--- src/rtl/io_responder_pkg.sv ---
// Shared types and helpers for the io_responder register target.
package io_responder_pkg;

  typedef enum logic [1:0] {
    IDLE = 2'd0,
    WAIT = 2'd1,
    ACK  = 2'd2
  } state_e;

  typedef logic [31:0] word_t;

  function automatic int unsigned idx_width(input int unsigned n);
    return $clog2(n);
  endfunction

endpackage

--- src/rtl/io_bytewr_reg.sv ---
// 32-bit register with per-byte write enables and synchronous reset.
module io_bytewr_reg
  import io_responder_pkg::*;
(
  input  logic        clk_i,
  input  logic        rst_i,
  input  logic [3:0]  be_i,
  input  logic [31:0] d_i,
  output logic [31:0] q_o
);

  word_t q_q;

  always_ff @(posedge clk_i) begin
    if (rst_i) begin
      q_q <= '0;
    end else begin
      for (int unsigned b = 0; b < 4; b++) begin
        if (be_i[b]) q_q[b*8 +: 8] <= d_i[b*8 +: 8];
      end
    end
  end

  assign q_o = q_q;

endmodule

--- src/rtl/io_responder.sv ---
// I/O bus register target: address decode, byte-writable register bank,
// read-only ID word, programmable wait states and strobe-held acknowledge.
module io_responder
  import io_responder_pkg::*;
#(
  parameter int unsigned WID   = 32,
  parameter logic [31:0] BASE  = 32'hFD0C_0000,
  parameter logic [31:0] MASK  = 32'hFFFF_0000,
  parameter int unsigned NREG  = 16,
  parameter int unsigned WAITS = 1,
  parameter logic [31:0] ID    = 32'h494F_5230
) (
  input  logic                 clk_i,
  input  logic                 rst_i,
  input  logic                 cyc_i,
  input  logic                 stb_i,
  input  logic                 we_i,
  input  logic [3:0]           sel_i,
  input  logic [31:0]          adr_i,
  input  logic [WID-1:0]       dat_i,
  output logic                 ack_o,
  output logic [WID-1:0]       dat_o,
  output logic [NREG*32-1:0]   regs_o,
  output logic                 wr_stb_o,
  output logic [5:0]           wr_idx_o
);

  localparam int unsigned IW = idx_width(NREG);

  state_e        state_q;
  logic [3:0]    cnt_q;
  logic          we_q;
  logic [3:0]    sel_q;
  word_t         dat_q;
  logic [IW-1:0] idx_q;
  logic          mapped_q;
  logic          ack_q;
  word_t         rdat_q;
  logic          wr_stb_q;
  logic [5:0]    wr_idx_q;

  logic [31:0]   off;
  logic          hit;
  logic          mapped;
  logic [IW-1:0] idx;

  logic          t_we;
  logic [3:0]    t_sel;
  word_t         t_dat;
  logic [IW-1:0] t_idx;
  logic          t_mapped;
  logic          enter_ack;
  logic          do_wr;

  word_t         rv [NREG];

  assign off    = adr_i & ~MASK;
  assign hit    = cyc_i & stb_i & ((adr_i & MASK) == BASE);
  assign mapped = off < 32'(NREG * 4);
  assign idx    = off[IW+1:2];

  // With zero wait states ACK is entered straight from IDLE, so the request
  // fields must come from the bus rather than from the capture registers.
  always_comb begin
    if (state_q == IDLE) begin
      t_we     = we_i;
      t_sel    = sel_i;
      t_dat    = dat_i;
      t_idx    = idx;
      t_mapped = mapped;
    end else begin
      t_we     = we_q;
      t_sel    = sel_q;
      t_dat    = dat_q;
      t_idx    = idx_q;
      t_mapped = mapped_q;
    end
  end

  always_comb begin
    enter_ack = 1'b0;
    if (state_q == IDLE && hit && WAITS == 0) enter_ack = 1'b1;
    if (state_q == WAIT && cyc_i && cnt_q == 4'd1) enter_ack = 1'b1;
  end

  assign do_wr = enter_ack && t_we && t_mapped && (t_idx != IW'(NREG - 1));

  always_ff @(posedge clk_i) begin
    if (rst_i) begin
      state_q  <= IDLE;
      cnt_q    <= '0;
      we_q     <= 1'b0;
      sel_q    <= '0;
      dat_q    <= '0;
      idx_q    <= '0;
      mapped_q <= 1'b0;
      ack_q    <= 1'b0;
      rdat_q   <= '0;
      wr_stb_q <= 1'b0;
      wr_idx_q <= '0;
    end else begin
      wr_stb_q <= 1'b0;
      if (enter_ack) begin
        ack_q    <= 1'b1;
        wr_stb_q <= do_wr;
        if (do_wr) wr_idx_q <= 6'(t_idx);
        rdat_q   <= (!t_we && t_mapped) ? rv[t_idx] : '0;
      end
      unique case (state_q)
        IDLE: begin
          if (hit) begin
            we_q     <= we_i;
            sel_q    <= sel_i;
            dat_q    <= dat_i;
            idx_q    <= idx;
            mapped_q <= mapped;
            cnt_q    <= 4'(WAITS);
            state_q  <= (WAITS == 0) ? ACK : WAIT;
          end
        end
        WAIT: begin
          cnt_q <= cnt_q - 4'd1;
          if (!cyc_i)              state_q <= IDLE;
          else if (cnt_q == 4'd1)  state_q <= ACK;
        end
        ACK: begin
          if (!stb_i || !cyc_i) begin
            state_q <= IDLE;
            ack_q   <= 1'b0;
            rdat_q  <= '0;
          end
        end
        default: state_q <= IDLE;
      endcase
    end
  end

  for (genvar g = 0; g < NREG - 1; g++) begin : g_reg
    io_bytewr_reg u_reg (
      .clk_i (clk_i),
      .rst_i (rst_i),
      .be_i  ((do_wr && t_idx == IW'(g)) ? t_sel : 4'b0000),
      .d_i   (t_dat),
      .q_o   (rv[g])
    );
  end

  assign rv[NREG-1] = ID;

  for (genvar g = 0; g < NREG; g++) begin : g_flat
    assign regs_o[g*32 +: 32] = rv[g];
  end

  assign ack_o    = ack_q;
  assign dat_o    = rdat_q;
  assign wr_stb_o = wr_stb_q;
  assign wr_idx_o = wr_idx_q;

endmodule
--- config.mk ---
export PLATFORM = sky130hd
export DESIGN_NAME = io_responder
export DESIGN_NICKNAME = d
export VERILOG_FILES = /design/src/rtl/io_responder_pkg.sv /design/src/rtl/io_bytewr_reg.sv /design/src/rtl/io_responder.sv
export SDC_FILE = /design/constraint.sdc
export NUM_CORES = 1
export LEC_CHECK = 0
export BUFFER_PORTS_ARGS = -buffer_cell sky130_fd_sc_hd__buf_2
export CELL_PAD_IN_SITES_DETAIL_PLACEMENT = 0
export CELL_PAD_IN_SITES_GLOBAL_PLACEMENT = 1
export CORE_MARGIN = 1.5
export CORE_UTILIZATION = 44
export CTS_BUF_LIST = sky130_fd_sc_hd__clkbuf_8
export DETAILED_ROUTE_END_ITERATION = 8
export GPL_TIMING_DRIVEN = 0
export PLACE_DENSITY = 0.95
export SKIP_CTS_REPAIR_TIMING = 1
export SLEW_MARGIN = 20
export SYNTH_ARGS = -nofsm -noshare
export SYNTH_HDL_FRONTEND = slang
export SYNTH_SLANG_ARGS = --single-unit
--- constraint.sdc ---
create_clock -name clk_i -period 4.1 [get_ports clk_i]
set_input_delay 0.41 -clock clk_i [delete_from_list [all_inputs] [get_ports clk_i]]
set_output_delay 0.41 -clock clk_i [all_outputs]
set_load 0.02 [all_outputs]
==> impl.org <==
** Logic synthesis
- Async set-or-reset flop fraction in the synthesized netlist :: 0%
- The cell area that synthesis handed to floorplanning was ~25000 um2.
- Count of cell types in the netlist :: between 70 and 80
- The cell count after synthesis came out at around 2900.
- Counting flops with a built-in enable in the synthesized netlist gives 0.
- For this run, the number of Yosys warnings is 0.
- After synthesis the netlist holds a flip-flop and latch count of ~570.
- Most common flop cell mapped by yosys :: sky130_fd_sc_hd__dfxtp_1
- Fraction of the yosys area taken by sequential cells :: 45.0%
- After synthesis, the mean cell area works out to between 8 and 9 um2.

** Timing
- The final-report hold violation count is 4.
- Top achievable clock speed :: 0.260 GHz
- Hold Slack :: -0.0302 ns
- Setup repair after global routing left no endpoint under its margin.
- Summed over all failing endpoints, the final setup total negative slack is 0 ns.
- At the pin with the least slew margin, the transition time is roughly 1.3 ns.
- Setup violations remaining at the end of the flow were counted as 0.
- Measured against its own limit, the worst slew margin works out to 14.5%.
- Fraction of the cycle the final worst path needs :: around 94%
- After layout, the minimum clock period comes to 3.84 ns.
- Setup slack closes at approximately 0.26 ns.
- Pins over their slew limit :: 0
- Clock skew after layout :: 0.0508 ns

** Critical path
- Internal reg-to-reg setup slack :: around 0.26 ns
- Measured in cells, the most critical reg-to-reg path has a length of 9.
- Among the stages of the critical path, the cell type that occurs most often is sky130_fd_sc_hd__buf_2.
- Data required time at the worst endpoint :: 4.71 ns
- Slowest-stage cell, CP :: sky130_fd_sc_hd__o21ai_2
- For this run, the slowest stage of the critical path takes between 0.9 and 1 ns.
- Arrival time of data at the critical path endpoint :: between 4 and 5 ns
- Chain of cells forming the critical path :: buf_2, nor2_4, buf_2, buf_2, o21ai_2, clkbuf_1, a221oi_1, a31oi_1, o31ai_1
- The worst register-to-register path ends at dat_o[25].
- RR Startpoint :: state_q[0]
- The worst setup path is of the flip-flop to flip-flop kind.
- Max FO, Critical Path :: 10
- The worst setup path is captured at a flip-flop.
- STA classifies the critical path startpoint as a flip-flop.

** Layout
- Cells with a size suffix above 1 make up 24.9% of the layout.
- Net count, final :: 3697
- Counting the fill cells in the layout gives roughly 5400.
- Final Cell Area :: 31500 um2
- Non-filler instance count after layout :: 4457
- Compared with the post-synthesis result, the final layout area differs by 25.2%.

** Power and ir drop
- Internal power contribution :: roughly 8.5 mW
- Of the total power, the share spent switching nets is a little over a quarter.
- Worst voltage drop across the vdd grid :: roughly 230 uV
- In this run the static leakage power is between 10 and 15 nW.
- For this design the ratio of total power to cell area is roughly 370 nW/um2.
- Sw power :: about 3.2 mW
- Combinational logic is responsible for under 10% of the overall power.
- Per report_power, the sequential group accounts for ~47% of the total.
- The clock network is responsible for about 45% of the overall power.

** Place
- The HPWL after detailed placement is 105000 um.
- GPL Wtd Cong :: 1.03
- Worst slack after detailed placement :: about 0.27 ns
- Once placement completed, the tool counted placed cells totaling between 4000 and 5000.
- In this run the cell area measured after placement is ~30000 um2.
- In this run the tool buffered the top-level ports with between 500 and 600 buffer cells.

** Die
- Pin placement for this block handled ~630 I/O pins.
- Total core area :: 56500 um2
- The floorplan has 87 rows.
- In this run the vertical extent of the chip is approximately 240 um.
- The die is 242 um wide.
- Once the floorplan was initialized, standard cells occupied between 40 and 50% of the core.
- Die area :: between 50000 and 60000 um2

** Global route
- Antenna violations before repair :: 3
- For this run, global-route usage on met2 was measured as 66.6%.
- Via count of the first global-routing pass :: between 20000 and 25000
- In this run the most used layer during global routing was met2.
- In the global route stage, overall resource usage came out at between 40% and 50%.
- Global routing finished with a remaining overflow of 0.
- First-pass GRT wire length :: roughly 180000 um
- For this run, global-route usage on met1 was measured as a little over half.
- Pin count of the biggest net entering global routing :: 14
- Global-route met3 utilization :: approximately 14%

** Clock network
- Number of buffers inserted during clock tree synthesis :: 95
- Counting every sink on the clock net gives about 570.
- For the worst-skew pair, the clock arrives at the later sink with an insertion delay of approximately 0.74 ns.
- The clock passes through at most 3 buffers.
- Number of levels the H-tree was split into :: 3
- Clk Tree Root Cell :: sky130_fd_sc_hd__clkbuf_8
- TritonCTS built the clock tree.
- Clock slew seen by the registers of the worst setup and hold paths :: 0.06 ns

** Drt
- Number of nets with antenna violations after routing :: 0
- Drt drc :: 0
- In the final routed layout, each cell accounts on average for 30.3 um.
- Count of TritonRoute iterations in the first routing pass :: 7
- Dividing the detail-routed via count by the number of cells gives about 6.3.
- For this block, the routed nets add up to between 100000 and 150000 um of wire.
- Overall via count from detail_route :: ~28000
- The detailed router finished its first iteration with about 4000 violations.

** Outcome
- The final reports fail on negative hold slack.
- The flow ran to the end, but the final reports show violations.

** Worst hold path
- Worst hold start :: dat_i[11]
- The min-delay analysis places its worst path in the category input port to flip-flop.
- The path with the worst hold slack has its endpoint at dat_q[11].
- Counting instances, the worst hold path has a depth of 3.

** Flow run
- The tool flagged a number of max-cap violations equal to 0.
-- synthesized netlist by cell type, drive strengths merged, types with 6 or more instances --
library cell	instances	share of area (%)
dfxtp	566	45
o21ai	532	11
nand3b	448	13
nand2	282	4.5
nor2	193	3.1
clkbuf	174	2.6
mux2i	130	5.2
buf	115	2.9
a21o	66	2.0
nand3	56	1.1
a21oi	55	1.1
nand4	41	1.6
a221oi	30	1.0
o22ai	15	0.37
a22oi	14	0.42
a31oi	14	0.35
o211ai	13	0.41
o21a	13	0.39
o31ai	11	0.35
a41oi	10	0.35
a32oi	9	0.31
a211oi	6	0.18
a31o	6	0.21
a32o	6	0.24
mux2	6	0.27
nand2b	6	0.15
-- power groups by stage --
stage / clock, mW / combinational, mW / sequential, mW
2_1_floorplan: 0 / 0.483 / 5.62
3_3_place_gp: 0 / 0.865 / 5.62
3_5_place_dp: 0 / 0.870 / 5.62
4_1_cts: 5.20 / 0.873 / 5.50
5_1_grt: 5.46 / 0.956 / 5.50
6_report: 5.27 / 0.960 / 5.50
-- worst max path at each step --
stage,slack (ns),cells after the start,from,to
2_1_floorplan,1.82,10,cnt_q[1],g_reg[2].u_reg.q_o[29]
3_3_place_gp,0.07,8,state_q[0],dat_o[24]
3_5_place_dp,0.27,10,cnt_q[1],g_reg[2].u_reg.q_o[21]
4_1_cts,0.23,10,cnt_q[1],g_reg[2].u_reg.q_o[21]
5_1_grt,0.30,9,state_q[0],dat_o[25]
6_report,0.26,9,state_q[0],dat_o[25]
-- cell families after synthesis --
kind of cell / Yosys count / share of synthesized area [%]
fa+ha+maj: 2 / 0.0993
buf+inv: 294 / 5.54
mux: 138 / 5.68
simple gates: 1055 / 24.8
flops: 566 / 45.0
other cells: 2 / 0.0298
compound gates: 814 / 18.9
-- cell type report --
class	count	area, um2	share of cell area [%]
Antenna cell	2	5.00	0.0159
Buffer	289	1380	4.37
Clock buffer	122	1680	5.32
Clock inverter	52	267	0.845
Inverter	5	18.8	0.0595
Multi-Input combinational cell	2043	12600	40.0
Sequential cell	566	11300	35.9
Tap cell	756	946	3.00
Timing Repair Buffer	622	3300	10.5
-- per-stage QoR --
stage | util, % | total power [mW]
2_1_floorplan | - | 6.10
3_3_place_gp | 51.7 | 6.49
3_5_place_dp | 51.8 | 6.49
4_1_cts | 55.2 | 11.6
5_1_grt | 55.8 | 11.9
6_report | 55.8 | 11.7
-- sequential cells by signal (all words and copies together), names as in the netlist --
register,count
wr_idx_o,4
sel_q,4
cnt_q,4
dat_q,32
mapped_q,1
idx_q,4
dat_o,32
we_q,1
state_q,2
g.u_reg.q_o,480
ack_o,1
wr_stb_o,1
-- critical path: cells and delay by family, from the launching register on --
| kind | cells | cell delay (ns) |
|---|---|---|
| and+or+nand+nor | 1 | 0.09 |
| AOI/OAI and AO/OA | 4 | 1.76 |
| DFF | 1 | 0.35 |
| buffers and inverters | 4 | 1.51 |
-- routing by layer --
layer  share of wire [%]  vias to the layer above
met4                 8.0                        0
li1                    -                    11800
met5                   0                        -
met2                  43                     2248
met1                  35                    13400
met3                  14                      482
-- layout by cell type (no fill, tap or decap), types with 7 or more instances in the layout --
cell	instances
sky130_fd_sc_hd__a41oi_1	10
sky130_fd_sc_hd__mux2i_1	127
sky130_fd_sc_hd__o211ai_1	12
sky130_fd_sc_hd__o21a_1	13
sky130_fd_sc_hd__nand3b_1	448
sky130_fd_sc_hd__nor2_2	7
sky130_fd_sc_hd__a21oi_1	54
sky130_fd_sc_hd__o21ai_0	487
sky130_fd_sc_hd__o31ai_1	9
sky130_fd_sc_hd__inv_1	39
sky130_fd_sc_hd__o21ai_1	44
sky130_fd_sc_hd__dlygate4sd3_1	34
sky130_fd_sc_hd__nand4_2	23
sky130_fd_sc_hd__nand3_1	56
sky130_fd_sc_hd__a221oi_1	30
sky130_fd_sc_hd__clkbuf_8	122
sky130_fd_sc_hd__buf_2	647
sky130_fd_sc_hd__clkinv_2	11
sky130_fd_sc_hd__conb_1	34
sky130_fd_sc_hd__nand4_1	18
sky130_fd_sc_hd__nand2_1	270
sky130_fd_sc_hd__nor2_1	180
sky130_fd_sc_hd__a21o_1	66
sky130_fd_sc_hd__a32oi_1	9
sky130_fd_sc_hd__nand2_4	10
sky130_fd_sc_hd__dfxtp_1	566
sky130_fd_sc_hd__clkbuf_1	173
sky130_fd_sc_hd__a22oi_1	14
sky130_fd_sc_hd__a31oi_1	14
sky130_fd_sc_hd__o22ai_1	15
sky130_fd_sc_hd__buf_4	48
Power figures use the tool's default switching activity.
